### config.mk
export PLATFORM = sky130hd
export DESIGN_NAME = keypad_scanner
export DESIGN_NICKNAME = d
export VERILOG_FILES = /design/src/rtl/keypad_pkg.sv /design/src/rtl/sincronizador_2ff.sv /design/src/rtl/keypad_scanner.sv
export SDC_FILE = /design/constraint.sdc
export NUM_CORES = 1
export LEC_CHECK = 0
export ABC_AREA = 1
export ABC_CLOCK_PERIOD_IN_PS = 8100
export BUFFER_PORTS_ARGS = -buffer_cell sky130_fd_sc_hd__clkbuf_2
export CAP_MARGIN = 10
export CORE_MARGIN = 4
export CORE_UTILIZATION = 63
export DETAILED_ROUTE_END_ITERATION = 8
export PLACE_DENSITY = 0.82
export REMOVE_ABC_BUFFERS = 1
export SETUP_SLACK_MARGIN = 0.2
export SYNTH_ARGS = -nofsm -noshare
export SYNTH_HDL_FRONTEND = slang
export SYNTH_HIERARCHICAL = 1
export SYNTH_SLANG_ARGS = --single-unit
### constraint.sdc
create_clock -name clk -period 8.1 [get_ports clk]
set_input_delay 1.215 -clock clk [delete_from_list [all_inputs] [get_ports clk]]
set_output_delay 1.215 -clock clk [all_outputs]
set_load 0.02 [all_outputs]
### src/rtl/keypad_pkg.sv
// Shared constants, key vector type and helpers for the 4x4 keypad scanner.
// Key numbering is row-major: index = 4*row + col.
package keypad_pkg;

  localparam int NUM_ROWS = 4;
  localparam int NUM_COLS = 4;
  localparam int NUM_KEYS = NUM_ROWS * NUM_COLS;

  typedef logic [NUM_KEYS-1:0] key_vec_t;

  function automatic int key_idx(input int row, input int col);
    return NUM_COLS * row + col;
  endfunction

  function automatic int unsigned conta_teclas(input key_vec_t v);
    int unsigned n;
    n = 0;
    for (int i = 0; i < NUM_KEYS; i++) begin
      n = n + {31'd0, v[i]};
    end
    return n;
  endfunction

endpackage

### src/rtl/sincronizador_2ff.sv
// Two-flop synchronizer for asynchronous level inputs.
// RESET_VAL should be the input's idle level so reset does not look like activity.
module sincronizador_2ff #(
  parameter int              WIDTH     = 1,
  parameter logic [WIDTH-1:0] RESET_VAL = '0
) (
  input  logic             clk,
  input  logic             rst_n,
  input  logic [WIDTH-1:0] i_async,
  output logic [WIDTH-1:0] o_sync
);

  logic [WIDTH-1:0] r_meta;
  logic [WIDTH-1:0] r_sync;

  always_ff @(posedge clk or negedge rst_n) begin
    if (!rst_n) begin
      r_meta <= RESET_VAL;
      r_sync <= RESET_VAL;
    end else begin
      r_meta <= i_async;
      r_sync <= r_meta;
    end
  end

  assign o_sync = r_sync;

endmodule

### src/rtl/keypad_scanner.sv
// 4x4 matrix keypad scanner: sweeps columns, builds a full-matrix frame per sweep,
// and publishes the frame once DEBOUNCE_SCANS consecutive frames agree.
module keypad_scanner
  import keypad_pkg::*;
#(
  parameter int SETTLE_CYCLES  = 1000,
  parameter int DEBOUNCE_SCANS = 8
) (
  input  logic        clk,
  input  logic        rst_n,
  input  logic [3:0]  linhas_n,
  output logic [3:0]  colunas_n,
  output logic [15:0] teclas,
  output logic        tecla_nova,
  output logic        conflito
);

  localparam int SW = $clog2(SETTLE_CYCLES);
  localparam int RW = $clog2(DEBOUNCE_SCANS + 1);
  localparam logic [SW-1:0] SETTLE_LAST = SW'(SETTLE_CYCLES - 1);
  localparam logic [RW-1:0] RUN_MAX     = RW'(DEBOUNCE_SCANS);

  logic [3:0]    w_linhas_sync;
  logic [1:0]    r_col;
  logic [SW-1:0] r_settle;
  logic [3:0]    r_colunas_n;
  key_vec_t      r_frame;
  key_vec_t      r_last;
  key_vec_t      r_teclas;
  logic [RW-1:0] r_run;
  logic          r_nova;
  logic          r_conf;

  key_vec_t      w_captured;
  key_vec_t      w_new;
  logic [RW-1:0] w_run_next;
  logic          w_sample;
  logic          w_frame_end;
  logic          w_update;

  sincronizador_2ff #(
    .WIDTH    (4),
    .RESET_VAL(4'hF)
  ) u_sync_linhas (
    .clk    (clk),
    .rst_n  (rst_n),
    .i_async(linhas_n),
    .o_sync (w_linhas_sync)
  );

  // Only the bits of the currently driven column are populated; rows are active-low.
  for (genvar gi = 0; gi < NUM_ROWS; gi++) begin : g_row
    for (genvar gj = 0; gj < NUM_COLS; gj++) begin : g_col
      localparam int K = key_idx(gi, gj);
      assign w_captured[K] = (r_col == 2'(gj)) & ~w_linhas_sync[gi];
    end
  end

  assign w_sample    = (r_settle == SETTLE_LAST);
  assign w_frame_end = w_sample && (r_col == 2'd3);
  assign w_new       = r_frame | w_captured;

  always_comb begin
    w_run_next = RW'(1);
    if (w_new == r_last) begin
      w_run_next = (r_run == RUN_MAX) ? RUN_MAX : r_run + RW'(1);
    end
  end

  assign w_update = (w_run_next == RUN_MAX) && (w_new != r_teclas);

  always_ff @(posedge clk or negedge rst_n) begin
    if (!rst_n) begin
      r_col       <= 2'd0;
      r_settle    <= '0;
      r_colunas_n <= 4'b1110;
      r_frame     <= '0;
      r_last      <= '0;
      r_run       <= '0;
      r_teclas    <= '0;
      r_nova      <= 1'b0;
      r_conf      <= 1'b0;
    end else begin
      r_nova <= 1'b0;
      if (w_sample) begin
        r_settle    <= '0;
        r_col       <= r_col + 2'd1;
        r_colunas_n <= {r_colunas_n[2:0], r_colunas_n[3]};
        if (w_frame_end) begin
          r_frame <= '0;
          r_last  <= w_new;
          r_run   <= w_run_next;
          // Pulse only for keys that were not already published as pressed.
          if (w_update) begin
            r_teclas <= w_new;
            r_nova   <= |(w_new & ~r_teclas);
            r_conf   <= (conta_teclas(w_new) > 32'd1);
          end
        end else begin
          r_frame <= w_new;
        end
      end else begin
        r_settle <= r_settle + SW'(1);
      end
    end
  end

  assign colunas_n  = r_colunas_n;
  assign teclas     = r_teclas;
  assign tecla_nova = r_nova;
  assign conflito   = r_conf;

endmodule

======== Word-level counts from Yosys, hierarchy flattened ========
Index checks and enable logic that the tools add are counted.
word-level totals
  register bits after elaboration ......... 78
  output and inout bits ................... 22
  word-level logic and storage cells ...... 74
operators by class
  $add $sub $neg .......................... 18
  $lt $le $gt $ge ......................... 1
  equal/unequal tests ..................... 8
  mux-type cells .......................... 7
  bitwise gates (word level) .............. 23
  reductions and logical operators ........ 6
operators with widths
  cell                                                                    count
  15-bit by 1-bit adder with 16-bit output                                1
  1-bit AND                                                               16
  16-bit AND                                                              1
  16-bit == test                                                          1
  16-bit by 1-bit > comparator with 1-bit output (second input constant)  1
  16-bit two-way mux                                                      1
  16-bit inequality test                                                  1
  16-bit NOT                                                              1
  16-bit OR                                                               1
  16-bit OR reduction                                                     1
  14-bit by 1-bit adder with 15-bit output                                1
  13-bit by 1-bit adder with 14-bit output                                1
  12-bit by 1-bit adder with 13-bit output                                1
  11-bit by 1-bit adder with 12-bit output                                1
  10-bit by 1-bit adder with 11-bit output                                1
  10-bit by 1-bit adder with 10-bit output (second input constant)        1
  9-bit by 1-bit adder with 10-bit output                                 1
  10-bit == test (second input constant)                                  1
  10-bit two-way mux                                                      1
  8-bit by 1-bit adder with 9-bit output                                  1
  7-bit by 1-bit adder with 8-bit output                                  1
  4-bit == test (second input constant)                                   2
  4-bit two-way mux                                                       2
  6-bit by 1-bit adder with 7-bit output                                  1
  15 further kinds                                                        22

======== Longest topological paths before layout ========
  depth after elaboration ................. 19
  depth in mapped cells ................... 20

======== Hierarchy ========
Netlist, hierarchy kept.
by module, submodules not included
  module             times used  cells each  area an instance (um^2)
  keypad_scanner     1           495         4070.2
  sincronizador_2ff  1           8           210.2

======== Worst setup path before layout ========
Ideal clock, no wire load.
  path type ............................... register to register
  start ................................... register r_col[0]
  end ..................................... register r_conf, in the netlist conflito
  library setup time ...................... 117 ps
  arrival ................................. 3989 ps
  data required time ...................... 7983 ps
  slack ................................... 3994 ps
  stages on the path, launching flop included .. 19
  path through ............................ dfrtp_1 inv_1 ha_1 nand2_1 nand2_2 inv_1 fa_1 inv_1 fa_1 inv_1 fa_1 inv_1 fa_1 ha_1 fa_1 nor3_1 o211ai_1 nand3_1 nand2_1
on the way
  longest elaborated chain between the ends .. 19
RTL lines
  element                                         RTL line              text
  start: declaration                              keypad_scanner.sv:24  logic [1:0] r_col;
  start signal: assignment                        keypad_scanner.sv:87  r_col <= r_col + 2'd1;
  2-bit logical NOT *                             keypad_scanner.sv:55  assign w_captured[K] = (r_col == 2'(gj)) & ~w_linhas_sync[gi];
  1-bit AND *                                     keypad_scanner.sv:55
  16-bit OR *                                     keypad_scanner.sv:61  assign w_new = r_frame | w_captured;
  via w_new[0]                                    keypad_scanner.sv:35  key_vec_t w_new;
  1-bit by 1-bit adder with 2-bit output          keypad_pkg.sv:19      n = n + {31'd0, v[i]};
  2-bit by 1-bit adder with 3-bit output          keypad_pkg.sv:19
  3-bit by 1-bit adder with 4-bit output          keypad_pkg.sv:19
  4-bit by 1-bit adder with 5-bit output          keypad_pkg.sv:19
  (+4 left out)                                   -
  9-bit by 1-bit adder with 10-bit output         keypad_pkg.sv:19
  10-bit by 1-bit adder with 11-bit output        keypad_pkg.sv:19
  11-bit by 1-bit adder with 12-bit output        keypad_pkg.sv:19
  12-bit by 1-bit adder with 13-bit output        keypad_pkg.sv:19
  13-bit by 1-bit adder with 14-bit output        keypad_pkg.sv:19
  14-bit by 1-bit adder with 15-bit output        keypad_pkg.sv:19
  15-bit by 1-bit adder with 16-bit output        keypad_pkg.sv:19
  16-bit by 1-bit > comparator with 1-bit output  keypad_scanner.sv:97  r_conf <= (conta_teclas(w_new) > 32'd1);
  end signal: assignment                          keypad_scanner.sv:97
  end: declaration                                keypad_scanner.sv:32  logic r_conf;
Mark *: on every way through the listed nets, which the timed path passes. The rest lies on a longest branch.
A chain may end at the register's enable or synchronous reset.

======== Final worst setup path ========
Ends and elaborated chain as after synthesis.

==> results.ini <==
[run_status]
status=finished clean

[yosys]
synth.mux.area_fraction_pct=0
syn-mean-instance-area_um2=8.51
synthXorXnorAreaFrac_pct=0.614
sequential_to_total_area_share_from_yosys_stat_pct=45.9
synth_compound_gate_area_share_pct=6.87
syn_inst=503
synth_seq_cells=78
yosys.cell_types.count=35
simple_gate_portion_of_the_synthesized_area_pct=23.6
synth_top_family_by_area=simple AND/OR/NAND/NOR gates
mapped_area_mm2=0.00428
yosysWarningCount=6
post_synth_fa_ha_maj_area_fraction_pct=12.9

[critical_path]
worst_ep_required_time_ns=8.36
cp-start-kind=flip-flop
crit_path_max_fanout=5
critPathTopFamily=adder cells
endpoint=conflito
critical_path.max_stage_delay_ns=0.51
ff2ff_setup_slack_ns=3.65
setup.worst_path.start=r_col[0]
timing_worst_setup_path_type=flip-flop to flip-flop
worst-path-buf-inv=5
cell_by_cell_trace_of_the_critical_path=inv_1, ha_1, nand2_1, nand2_2, inv_1, fa_1, inv_1, fa_1, inv_1, fa_1, inv_1, fa_1, ha_1, fa_1, nor3_1, o211ai_1, nand3_1, nand2_1
worst-path-stages=18
end_kind=flip-flop
worstPathArrival_ns=4.71
crit-reg2reg-capture=conflito
rr_worst_depth=18
rr_startpoint=r_col[0]
critical_path.slowest_cell=fa_1

[hold_path]
hp-start=u_sync_linhas/r_meta[3]
worst_hold_path_type=flip-flop to flip-flop

[power_and_ir_drop]
leakagePower_nw=2.44
peak_ir_drop_on_the_vdd_network_v=0.000111
power_per_standard_cell_area_mw_per_mm2=162

[routing]
antenna_violating_nets_post_route=0
detailed_route_wire_length_um=8830
drc=0
routed_via_density=5.36
drtPass1Iterations=4
routed_wire_length_per_instance_um=14.4
dr.first_iter.drc_count=208
dr_total_vias=3278

[layout]
flow.area_growth_from_synthesis_pct=9.18
mostFrequentLayoutCells=nand2_1, inv_1, dfrtp_1
finish.net_count=574
drive_above_1_share_pct=15.5
finalInstanceArea_mm2=0.00467
n_antenna_cell=0
layout.cells.most_common=nand2_1
num-fill-cells=505

[placed_design]
gpl.final_weighted_congestion=0.830
placed_area_mm2=0.00444
io_buffers=27
hpwl_after_detailed_placement_um=6250
dp_worst_setup_slack_ns=3.69

[job]
max-cap-violations=0

[global_routing]
grt.overflow.total=0
first_global_vias=3272
grt_first_pass_wirelength_um=15400
grt_util_all_layers_pct=23.8
grt_max_degree=79
grt_antenna_before_repair=0

[sta]
layout_min_cycle_time_ns=4.45
skew_final_ns=0.00678
rsz0062_at_grt=no
setup_slack_ns=3.65
period_share_pct=54.9
slew_violations=0
timing.max_slew.rel_slack_pct=36.3
fin_setup_tns_ns=0
worst_pin_slew_ns=0.955
worst_hold_slack_ns=0.358
timing_hold_violations_final=0
achievable-frequency_ghz=0.225
timing.final.setup_violations=0

[clock_tree]
clock_latency_ns=0.36
cts.reportedPaths.clkPinSlew_ns=0.09
cts_inserted_buffers=9
post_cts_setup_buffers=0
postCtsHoldBufs=0
htreeDepth=3
clock-root-buffer=clkbuf_8
clock_sinks=78
tritoncts=done
clock_tree.buffer_depth=2
cts_resized=0

[die]
fp.dieH_um=90.4
io-pin-count=28
coreArea_mm2=0.00646
dieArea_mm2=0.00818
initial_util_pct=66.3
dieWidth_um=90.4
placement_rows=29

[metrics by stage]
stage	power [mW]	std cells	utilization, %
4_1_cts	0.763	612	72.4
3_5_place_dp	0.430	596	68.8
6_report	0.758	612	72.4
5_1_grt	0.786	612	72.4
2_1_floorplan	0.416	491	-
3_3_place_gp	0.428	596	68.8
[registers in the layout (all words and copies together) (netlist names)]
signal,count
teclas,16
r_frame,16
u_sync_linhas/o_sync,4
r_settle,10
r_last,16
tecla_nova,1
colunas_n,4
r_col,2
u_sync_linhas/r_meta,4
conflito,1
r_run,4
[per-layer routing]
metal  vias to the layer above  global-route usage, %  share of wire, %
met4                         0                   12.4               2.8
met2                        91                   37.0                46
met1                      1535                   31.4                45
li1                       1626                      -                 -
met3                        26                   4.92               5.3
met5                         -                      0                 0
[cell usage after synthesis (all sizes together)]
cell / count / area (µm²)
o21ai: 23 / 115
dfstp: 11 / 289
o21bai: 1 / 11.3
xor2: 3 / 26.3
ha: 28 / 350
nand3: 36 / 185
a211o: 1 / 8.76
o211ai: 1 / 7.51
inv: 95 / 357
nor2: 22 / 97.6
nor3: 7 / 35.0
dfrtp: 67 / 1680
a31oi: 1 / 6.26
buf: 7 / 60.1
nor4: 4 / 25.0
nand2: 150 / 621
nand4: 5 / 31.3
clkbuf: 5 / 18.8
and3: 1 / 6.26
a21oi: 14 / 70.1
a2bb2oi: 1 / 8.76
o22ai: 1 / 6.26
a211oi: 8 / 60.1
nor3b: 1 / 7.51
fa: 10 / 200
[logic make-up after synthesis]
family / after synthesis
simple gates: 226
xor+xnor: 3
flops: 78
compound gates: 51
buf+inv: 107
fa+ha+maj: 38
[layout make-up]
type                       instances  area (µm²)  area share (%)
clock buffer                      10         138            2.95
clock inverter                     6        92.6            1.98
inverter                          95         357            7.63
multi-input combinational        318        1880            40.2
sequential                        78        1970            42.1
tap                               77        96.3            2.06
timing repair buffer              28         145            3.11
[worst min-delay path by stage]
stage	endpoint	cells past startpoint
floorplan	u_sync_linhas/o_sync[0]	0
global placement	u_sync_linhas/o_sync[2]	0
detailed placement	u_sync_linhas/o_sync[2]	0
CTS	u_sync_linhas/o_sync[2]	0
global route	u_sync_linhas/o_sync[3]	0
finish	u_sync_linhas/o_sync[3]	0
[power breakdown]
part           internal, mW  switching, mW
combinational       0.00786         0.0205
sequential            0.393       0.000733
clock                 0.184          0.152
total                 0.585          0.173
Note: power is estimated with default switching activity, not from simulation.
